<file path="config.mk">
export PLATFORM = sky130hd
export DESIGN_NAME = uart_rx_fifo
export DESIGN_NICKNAME = d
export VERILOG_FILES = /design/src/rtl/uart_rx_fifo.sv
export SDC_FILE = /design/constraint.sdc
export NUM_CORES = 1
export LEC_CHECK = 0
export CAP_MARGIN = 5
export CORE_MARGIN = 10
export CORE_UTILIZATION = 45
export DETAILED_ROUTE_END_ITERATION = 8
export PLACE_DENSITY_LB_ADDON = 0.2
export SLEW_MARGIN = 20
export SYNTH_ARGS = -nofsm -noshare
export SYNTH_HDL_FRONTEND = slang
export SYNTH_SLANG_ARGS = --single-unit
</file>
<file path="constraint.sdc">
create_clock -name i_clk -period 8 [get_ports i_clk]
set_clock_uncertainty 0.05 [all_clocks]
set_input_delay 1.2 -clock i_clk [delete_from_list [all_inputs] [get_ports i_clk]]
set_output_delay 1.2 -clock i_clk [all_outputs]
set_load 0.02 [all_outputs]
</file>
<file path="src/rtl/uart_rx_fifo.sv">
// uart_rx_fifo: memory-mapped UART receiver with a byte FIFO.
// Deserialises 8N1 frames from i_uart_rx into the FIFO. The CPU drains the FIFO
// through DATA. STATUS/CTRL expose flags and control. o_irq is a registered level.
// Optional feature macro: UART_RX_PARITY_EN selects 8E1 framing with a parity
// check. Without it the frame is 8N1 and STATUS bit4 reads 0.
module uart_rx_fifo #(
    parameter int CLKS_PER_BIT = 868,
    parameter int FIFO_DEPTH   = 8,
    parameter int FIFO_AW      = 3
) (
    input  logic        i_clk,
    input  logic        i_rst,
    input  logic        i_sel,
    input  logic        i_we,
    input  logic        i_re,
    input  logic [2:0]  i_addr,
    input  logic [15:0] i_wdata,
    output logic [15:0] o_rdata,
    output logic        o_rdy,
    input  logic        i_uart_rx,
    output logic        o_irq
);

    localparam int CW = $clog2(CLKS_PER_BIT);
    localparam logic [CW-1:0]      HALF_BIT = CW'(CLKS_PER_BIT / 2 - 1);
    localparam logic [CW-1:0]      FULL_BIT = CW'(CLKS_PER_BIT - 1);
    localparam logic [CW-1:0]      CLK_ONE  = 1;
    localparam logic [FIFO_AW-1:0] PTR_ONE  = 1;
    localparam logic [FIFO_AW:0]   CNT_ONE  = 1;
    localparam logic [FIFO_AW:0]   CNT_FULL = (FIFO_AW+1)'(FIFO_DEPTH);

    typedef enum logic [2:0] {S_IDLE, S_START, S_DATA, S_PARITY, S_STOP} rx_state_t;

    // ---------------- rx front end ----------------
    logic sync1, sync2, sync_d;
    logic rx_s, rx_fall;
    assign rx_s    = sync2;
    assign rx_fall = sync_d & ~sync2;

    // Two-flop synchroniser plus a delayed copy for falling-edge detection
    always_ff @(posedge i_clk) begin
        if (i_rst) begin
            sync1  <= 1'b1;
            sync2  <= 1'b1;
            sync_d <= 1'b1;
        end else begin
            sync1  <= i_uart_rx;
            sync2  <= sync1;
            sync_d <= sync2;
        end
    end

    // ---------------- rx FSM ----------------
    rx_state_t        state_q, state_d;
    logic [CW-1:0]    cnt_q, cnt_d;
    logic [2:0]       bit_q, bit_d;
    logic [7:0]       shift_q, shift_d;
    logic             push_req, ferr_set;
    logic             rx_en, irq_en;
`ifdef UART_RX_PARITY_EN
    logic             par_bad_q, par_bad_d, perr_set;
`endif

    // State, bit timer, bit index and shift register
    always_ff @(posedge i_clk) begin
        if (i_rst) begin
            state_q <= S_IDLE;
            cnt_q   <= '0;
            bit_q   <= '0;
            shift_q <= '0;
`ifdef UART_RX_PARITY_EN
            par_bad_q <= 1'b0;
`endif
        end else begin
            state_q <= state_d;
            cnt_q   <= cnt_d;
            bit_q   <= bit_d;
            shift_q <= shift_d;
`ifdef UART_RX_PARITY_EN
            par_bad_q <= par_bad_d;
`endif
        end
    end

    // Next state: mid-bit sampling, push or frame error at the stop bit
    always_comb begin
        state_d  = state_q;
        cnt_d    = cnt_q + CLK_ONE;
        bit_d    = bit_q;
        shift_d  = shift_q;
        push_req = 1'b0;
        ferr_set = 1'b0;
`ifdef UART_RX_PARITY_EN
        par_bad_d = par_bad_q;
        perr_set  = 1'b0;
`endif
        case (state_q)
            S_IDLE: begin
                cnt_d = '0;
                if (rx_en && rx_fall) begin
                    state_d = S_START;
                    bit_d   = '0;
`ifdef UART_RX_PARITY_EN
                    par_bad_d = 1'b0;
`endif
                end
            end
            S_START: begin
                if (cnt_q == HALF_BIT) begin
                    cnt_d   = '0;
                    state_d = rx_s ? S_IDLE : S_DATA;
                end
            end
            S_DATA: begin
                if (cnt_q == FULL_BIT) begin
                    cnt_d   = '0;
                    shift_d = {rx_s, shift_q[7:1]};
                    bit_d   = bit_q + 3'd1;
                    if (bit_q == 3'd7) begin
`ifdef UART_RX_PARITY_EN
                        state_d = S_PARITY;
`else
                        state_d = S_STOP;
`endif
                    end
                end
            end
`ifdef UART_RX_PARITY_EN
            S_PARITY: begin
                if (cnt_q == FULL_BIT) begin
                    cnt_d     = '0;
                    state_d   = S_STOP;
                    par_bad_d = ^{shift_q, rx_s};
                    perr_set  = ^{shift_q, rx_s};
                end
            end
`endif
            S_STOP: begin
                if (cnt_q == FULL_BIT) begin
                    cnt_d   = '0;
                    state_d = S_IDLE;
                    if (rx_s) begin
`ifdef UART_RX_PARITY_EN
                        push_req = ~par_bad_q;
`else
                        push_req = 1'b1;
`endif
                    end else begin
                        ferr_set = 1'b1;
                    end
                end
            end
            default: state_d = S_IDLE;
        endcase
        // Disabling the receiver abandons any frame in flight
        if (!rx_en) begin
            state_d  = S_IDLE;
            cnt_d    = '0;
            push_req = 1'b0;
            ferr_set = 1'b0;
`ifdef UART_RX_PARITY_EN
            perr_set = 1'b0;
`endif
        end
    end

    // ---------------- bus decode ----------------
    logic [1:0] reg_sel;
    logic       wr_en, rd_start, wr_sts, wr_ctrl, flush;
    logic       rd_pend, rd_pop;
    assign reg_sel  = i_addr[2:1];
    assign wr_en    = i_sel & i_we;
    assign rd_start = i_sel & i_re & ~rd_pend;
    assign wr_sts   = wr_en & (reg_sel == 2'd1);
    assign wr_ctrl  = wr_en & (reg_sel == 2'd2);
    assign flush    = wr_ctrl & i_wdata[2];
    assign o_rdy    = ~rd_pend;

    // ---------------- FIFO ----------------
    logic [7:0]         mem [FIFO_DEPTH];
    logic [FIFO_AW-1:0] wr_ptr, rd_ptr;
    logic [FIFO_AW:0]   count;
    logic               not_empty, full, do_pop, do_push, ovr_set;
    logic               overrun, frame_err, parity_err;
    assign not_empty = (count != '0);
    assign full      = (count == CNT_FULL);
    // Flush beats both push and pop; a pop frees a slot for a same-cycle push
    assign do_pop    = rd_pop & not_empty & ~flush;
    assign do_push   = push_req & ~flush & (~full | do_pop);
    assign ovr_set   = push_req & ~flush & full & ~do_pop;

    // Byte storage, no reset needed
    always_ff @(posedge i_clk) begin
        if (do_push) mem[wr_ptr] <= shift_q;
    end

    // Pointers and occupancy
    always_ff @(posedge i_clk) begin
        if (i_rst || flush) begin
            wr_ptr <= '0;
            rd_ptr <= '0;
            count  <= '0;
        end else begin
            if (do_push) wr_ptr <= wr_ptr + PTR_ONE;
            if (do_pop)  rd_ptr <= rd_ptr + PTR_ONE;
            case ({do_push, do_pop})
                2'b10:   count <= count + CNT_ONE;
                2'b01:   count <= count - CNT_ONE;
                default: count <= count;
            endcase
        end
    end

    // Sticky error flags: W1C, a same-cycle set wins over the clear
    always_ff @(posedge i_clk) begin
        if (i_rst) begin
            overrun   <= 1'b0;
            frame_err <= 1'b0;
        end else begin
            overrun   <= (overrun   & ~(wr_sts & i_wdata[2])) | ovr_set;
            frame_err <= (frame_err & ~(wr_sts & i_wdata[3])) | ferr_set;
        end
    end

`ifdef UART_RX_PARITY_EN
    // Sticky parity error, W1C
    always_ff @(posedge i_clk) begin
        if (i_rst) parity_err <= 1'b0;
        else       parity_err <= (parity_err & ~(wr_sts & i_wdata[4])) | perr_set;
    end
    logic unused_bits;
    assign unused_bits = ^{i_addr[0], i_wdata[15:5]};
`else
    assign parity_err = 1'b0;
    logic unused_bits;
    assign unused_bits = ^{i_addr[0], i_wdata[15:4]};
`endif

    // Control register; flush is a one-cycle strobe and is never stored
    always_ff @(posedge i_clk) begin
        if (i_rst) begin
            rx_en  <= 1'b1;
            irq_en <= 1'b0;
        end else if (wr_ctrl) begin
            rx_en  <= i_wdata[0];
            irq_en <= i_wdata[1];
        end
    end

    // ---------------- read path ----------------
    logic [6:0]  count_w;
    logic [3:0]  cnt_disp;
    logic [15:0] rd_mux;
    assign count_w  = 7'(count);
    assign cnt_disp = (count_w > 7'd15) ? 4'hF : count_w[3:0];

    // Read data select for the addressed register
    always_comb begin
        rd_mux = 16'h0000;
        case (reg_sel)
            2'd0: rd_mux = not_empty ? {8'h00, mem[rd_ptr]} : 16'h0000;
            2'd1: rd_mux = {4'h0, cnt_disp, 3'b000, parity_err, frame_err,
                            overrun, full, not_empty};
            2'd2: rd_mux = {14'h0, irq_en, rx_en};
            default: rd_mux = 16'h0000;
        endcase
    end

    // Two-cycle read: capture on the first cycle, pop at the end of the second
    always_ff @(posedge i_clk) begin
        if (i_rst) begin
            rd_pend <= 1'b0;
            rd_pop  <= 1'b0;
            o_rdata <= 16'h0000;
        end else if (rd_pend) begin
            rd_pend <= 1'b0;
            rd_pop  <= 1'b0;
        end else if (rd_start) begin
            rd_pend <= 1'b1;
            rd_pop  <= (reg_sel == 2'd0) & not_empty;
            o_rdata <= rd_mux;
        end
    end

    // Registered level interrupt
    always_ff @(posedge i_clk) begin
        if (i_rst) o_irq <= 1'b0;
        else       o_irq <= irq_en & (not_empty | overrun | frame_err | parity_err);
    end

endmodule

</file>
==> results of run 1 <==
==> synth_stat cells (3+ instances only) <==
master and number:
clkbuf_1 8, a21oi_1 16, xnor2_1 8, or2_2 3
xor2_1 5, nand2b_1 8, inv_1 8, nor4_1 6
nand4_1 4, nand3b_1 3, edfxtp_1 64, nor3_1 8
o21ai_0 11, ha_1 8, buf_6 3, buf_4 4
nor2_1 46, nand3_1 10, and3_1 4, nand2_1 19
nor4b_1 3, dfxtp_1 59, buf_2 4, mux2i_1 22
mux4_2 16
==> metal layers <==
layer / global-route usage (%) / vias to the layer above / wire length (um)
met4: 5.09 / 0 / 69
met3: 4.58 / 6 / 396
li1: - / 1527 / -
met5: 0 / - / 0
met1: 16.7 / 1571 / 4590
met2: 21.4 / 48 / 5250
==> through the flow <==
step	hold slack (ns)	instances	cell area (um^2)
3_3_place_gp	0.357	549	5530
5_1_grt	0.404	582	6110
3_5_place_dp	0.348	549	5550
4_1_cts	0.360	581	6100
6_report	0.362	582	6110
2_1_floorplan	0.339	396	5140
==> layout make-up <==
class                           count  area (um^2)  area share [%]
Inverter                            9         36.3           0.594
Clock buffer                       25          517            8.46
Clock inverter                      7         37.5           0.614
Tap cell                          140          175            2.87
Multi-Input combinational cell    244         1920            31.5
Timing Repair Buffer               34          318            5.20
Sequential cell                   123         3100            50.8
==> report_power, final <==
group          internal, mW  total, mW  switching (mW)
logic                0.0115     0.0282          0.0168
registers             0.660      0.662         0.00200
clock network         0.443      0.702           0.259
total                  1.11       1.39           0.277
==> how the worst max path moves through the flow <==
stage	start	endpoint	slack, ns
after floorplan	i_addr[1]	mem[2][0]	4.52
after global placement	i_addr[1]	mem[2][3]	3.55
after detailed placement	i_addr[1]	mem[7][3]	3.67
after CTS	i_addr[1]	mem[7][1]	4.11
after global routing	i_addr[1]	mem[7][2]	4.08
final	i_addr[1]	mem[7][2]	4.28
==> sequential cells by signal, summed over array words and instances (netlist names), named ones only <==
name and cells:
mem 64, o_rdata 12, cnt_q 10, shift_q 8
count 4, bit_q 3, rd_ptr 3, state_q 3
wr_ptr 3, frame_err 1, irq_en 1, o_irq 1
overrun 1, rd_pend 1, rd_pop 1, rx_en 1
rx_s 1, sync1 1, sync_d 1
==> kinds of logic after synthesis <==
| kind of cell | Yosys count | share of synthesized area [%] |
|---|---|---|
| XOR/XNOR | 13 | 2.22 |
| AO/OA/AOI/OAI | 45 | 5.85 |
| AND/OR/NAND/NOR | 133 | 14.3 |
| flip-flops | 123 | 60.4 |
| multiplexers | 40 | 11.7 |
| buffers and inverters | 29 | 3.00 |
| adder cells (fa/ha/maj) | 9 | 2.34 |
| other | 1 | 0.0730 |
==> worst max-delay path, stage by stage <==
cell and delay [ns]:
clkdlybuf4s50_1 0.58, and2b_1 0.26, a21oi_2 0.39, o211ai_1 0.31, buf_4 0.27, nor3_2 0.67
==> metrics, run 1 <==
outcome=finished, final reports clean; # hold bufs at CTS=0; postcts setup bufs=0; final hold violations=0; area delta synth->final=19.0%; Yosys cell types=61; RSZ-0062 raised after global routing=no; Post-synth EDFFs=64; CP Data Arrival Time=3.70 ns; #FFs+latches synth=123; Reg-to-Reg End=mem[7][2]; H-tree depth=4; Critical R2R Launch=cnt_q[0]; slew margin rel.=44.6%; Setup TNS=0 ns; Setup crit end kind=flip-flop; most common cell after layout, fill and taps aside=edfxtp_1; Crit Path Max Fanout=9; overall power=1.39 mW; Die Y-Extent=127 um; min cycle time layout=3.72 ns; Rows=38; Routed WL per cell=17.7 um; Leak Pwr=2.10 nW; Worst-Skew Late Latency=0.41 ns; Post-CTS Resized=0; leading cell types in the layout, fill and taps excluded=edfxtp_1, dfxtp_1, nor2_1; all-layer global routing usage=13.5%; Mapped Avg Cell Area=13.1 um^2; Antenna Nets Post-Route=0; Die X=127 um; fin crit share=46.5%; Setup WS pre-CTS=3.67 ns; worst path required time=7.98 ns; max frequency=269 MHz; Final Max Tran Viols=0; max_cap viols=0; # DRC=0; Post-synth top flop=edfxtp_1; # diodes=0; die area=16100 um^2; CP Class=in -> reg; Clock Path Buffers=2; warnings from Yosys=0; first drt pass iteration count=4; worst vdd ir=0.000180 V; Starting DRT DRC Count=288; vias per cell=5.42; io pins=43; Nets=463; Initial Utilization=46.7%; Synth Instances=393; clk root buf=clkbuf_16; vias in the first global route=3242; largest net degree at the start of global routing=30; CTS sink cnt=123; hold path endpoint=rx_s; Reg2Reg Setup Slack=4.96 ns; DP HPWL=6810 um; Pwr Density=228 nW/um^2; core area=11000 um^2; TritonCTS clock tree=yes; setup slack after layout=4.28 ns; min-delay worst type=reg -> reg; top-area cell type share of the netlist area=37.4%; total grt overflow=0; Final Util=55.6%; Hold Crit Start=sync1; number of setup violations in the final report=0; initial antenna violation count=0; # fillers=899; fraction of registers with async set/reset=0%; clock-pin slew on the worst setup and hold paths=0.05 ns; largest area contributor in the netlist=edfxtp_1; routed wire length=10300 um; gpl congestion=0.787; Reg2Reg Depth=6; main area contributors after synthesis=edfxtp_1, dfxtp_1, mux4_2; hold depth=1; first-pass GRT wire length=17000 um; CTS buffer count=17; CP Launch Type=input pin; Via Count=3152; share of layout cells above drive strength 1=17.6%; IO buf count=25; Least-Margin Pin Slew=0.827 ns; Synth Cell Area=5130 um^2; post-synthesis sequential area ratio=60.4%
Note: power is estimated with default switching activity, not from simulation.
==> run 2: changes to the inputs <==
- clock period: 8 -> 3.8 ns (I/O delays scaled with it)
==> metrics, run 2 (same netlist as run 1, synthesis figures left out) <==
RSZ-0062 raised after global routing=no; min cycle time layout=2.92 ns; Pwr Density=503 nW/um^2 (+120%); gpl congestion=0.811 (+3.0%); Least-Margin Pin Slew=0.971 ns (+0.144 ns); Largest regs=mem: 64 flops, o_rdata: 12 flops, cnt_q: 10 flops; final hold violations=0 (unchanged); # diodes=0 (unchanged); area delta synth->final=19.9%; initial antenna violation count=0 (unchanged); Routed WL per cell=18.0 um (+1.8%); Nets=465 (+0.43%); H-tree depth=4 (unchanged); Clock Path Buffers=2 (unchanged); Reg-to-Reg End=count[3]; vias per cell=5.48 (+1.2%); max_cap viols=0 (unchanged); CTS sink cnt=123 (unchanged); Setup crit end kind=flip-flop; CTS buffer count=17 (unchanged); Via Count=3200 (+1.5%); number of setup violations in the final report=0 (unchanged); CP Launch Type=input pin; fin crit share=76.8%; Slowest cell on crit path=clkdlybuf4s50_1; outcome=finished, final reports clean; CP Data Arrival Time=3.17 ns (-0.53 ns); postcts setup bufs=0 (unchanged); # hold bufs at CTS=0 (unchanged); worst path cell trace=clkdlybuf4s50_1, and2b_1, a21oi_2, nand2_4, inv_4, ha_1, a21o_1, a21oi_1, mux2i_1, mux2_2; worst path required time=4.05 ns (-3.93 ns); # DRC=0 (unchanged); Starting DRT DRC Count=169 (-41%); Reg2Reg Setup Slack=1.05 ns (-3.91 ns); total grt overflow=0 (unchanged); largest net degree at the start of global routing=17 (-43%); Placed Instances=552 (+0.55%); io pins=43 (unchanged); max FFs per register=64 (unchanged); TritonCTS clock tree=yes; Setup TNS=0 ns (unchanged); Initial Utilization=46.7% (unchanged); Antenna Nets Post-Route=0 (unchanged); Rows=38 (unchanged); Post-CTS Resized=0 (unchanged); worst vdd ir=0.000314 V (+74%); leading cell types in the layout, fill and taps excluded=edfxtp_1, dfxtp_1, nor2_1; Reg2Reg Depth=11 (+5); Leak Pwr=2.12 nW (+1.2%); Top reg by flops=mem; CP Class=in -> reg; Worst-Skew Late Latency=0.41 ns (about the same); Critical Path End=count[3]; first-pass GRT wire length=17100 um (+0.24%); die area=16100 um^2 (unchanged); vias in the first global route=3167 (-2.3%); Die Y-Extent=127 um (unchanged); Critical R2R Launch=cnt_q[0]; max frequency=343 MHz; core area=11000 um^2 (unchanged); Finished Layout Cells=584 (+0.34%); routed wire length=10500 um (+2.2%); min-delay worst type=reg -> reg; Final Max Tran Viols=0 (unchanged); clk root buf=clkbuf_16; DP HPWL=6780 um (-0.47%); all-layer global routing usage=13.8% (+0.23 points); share of layout cells above drive strength 1=17.8% (+0.15 points); Critical Path Max Stage Delay=0.57 ns (-0.10 ns); clock-pin slew on the worst setup and hold paths=0.05 ns (about the same); Crit Path Max Fanout=9 (unchanged); most common cell after layout, fill and taps aside=edfxtp_1; first drt pass iteration count=4 (unchanged); Die X=127 um (unchanged); IO buf count=25 (unchanged); crit path from=i_addr[1]; slew margin rel.=35.0% (-9.6 points)
[run 2: cell types whose count changed in the layout (fill, tap and decap cells not counted), moves of 2 or more]
| cell | delta |
|---|---|
| bufinv_16 | +4 |
| nor4b_2 | +2 |
| clkinv_2 | -2 |
| buf_4 | +2 |
| nor4b_4 | -2 |
| clkinvlp_4 | +2 |
| clkbuf_8 | -4 |
[run 2: report_power, final]
group,switching (mW),leakage (nW),internal (mW)
combinational,0.0357,0.765,0.0241
clock,0.557,0.290,1.09
sequential,0.00466,1.07,1.39
total,0.598,2.12,2.50
[run 2: per-stage QoR]
step                      hold slack [ns]  utilization [%]  total power, mW  cell area [um^2]  setup slack (ns)
after detailed placement            0.348             50.5             1.48              5550             0.447
after global routing                0.374             56.0             3.20              6160             0.730
after floorplan                     0.339                -             1.46              5140             0.946
final                               0.359             56.0             3.10              6160             0.882
after CTS                           0.360             56.0             3.14              6160             0.905
after global placement              0.344             50.5             1.48              5550             0.512
[run 2: worst min path at each step]
stage          slack (ns)  depth (start not counted)  startpoint   end
2_1_floorplan        0.34                          1       sync1  rx_s
4_1_cts              0.36                          1       sync1  rx_s
3_3_place_gp         0.34                          1       sync1  rx_s
5_1_grt              0.37                          1       sync1  rx_s
3_5_place_dp         0.35                          1       sync1  rx_s
6_report             0.36                          1       sync1  rx_s
[run 2: critical path: cells and delay by family]
| kind | cells | cell delay [ns] |
|---|---|---|
| compound gates | 3 | 0.77 |
| buf+inv | 2 | 0.68 |
| mux | 2 | 0.55 |
| simple gates | 2 | 0.37 |
| fa+ha+maj | 1 | 0.22 |
[run 2: cell type report]
type,count,area [um^2]
inverter,9,36.3
clock buffer,19,433
timing repair buffer,36,333
tap,140,175
sequential,123,3100
clock inverter,13,175
multi-input combinational,244,1900
fill,900,4830
[run 2: routing by layer]
metal  part of all wire [%]  up-vias  wire, um  GRT usage (%)
met5                      0        -         0              0
met4                    1.3        0       136           4.89
met3                    4.7       15       492           5.21
met2                     50       54      5270           21.9
met1                     44     1602      4640           16.7
li1                       -     1529         -              -
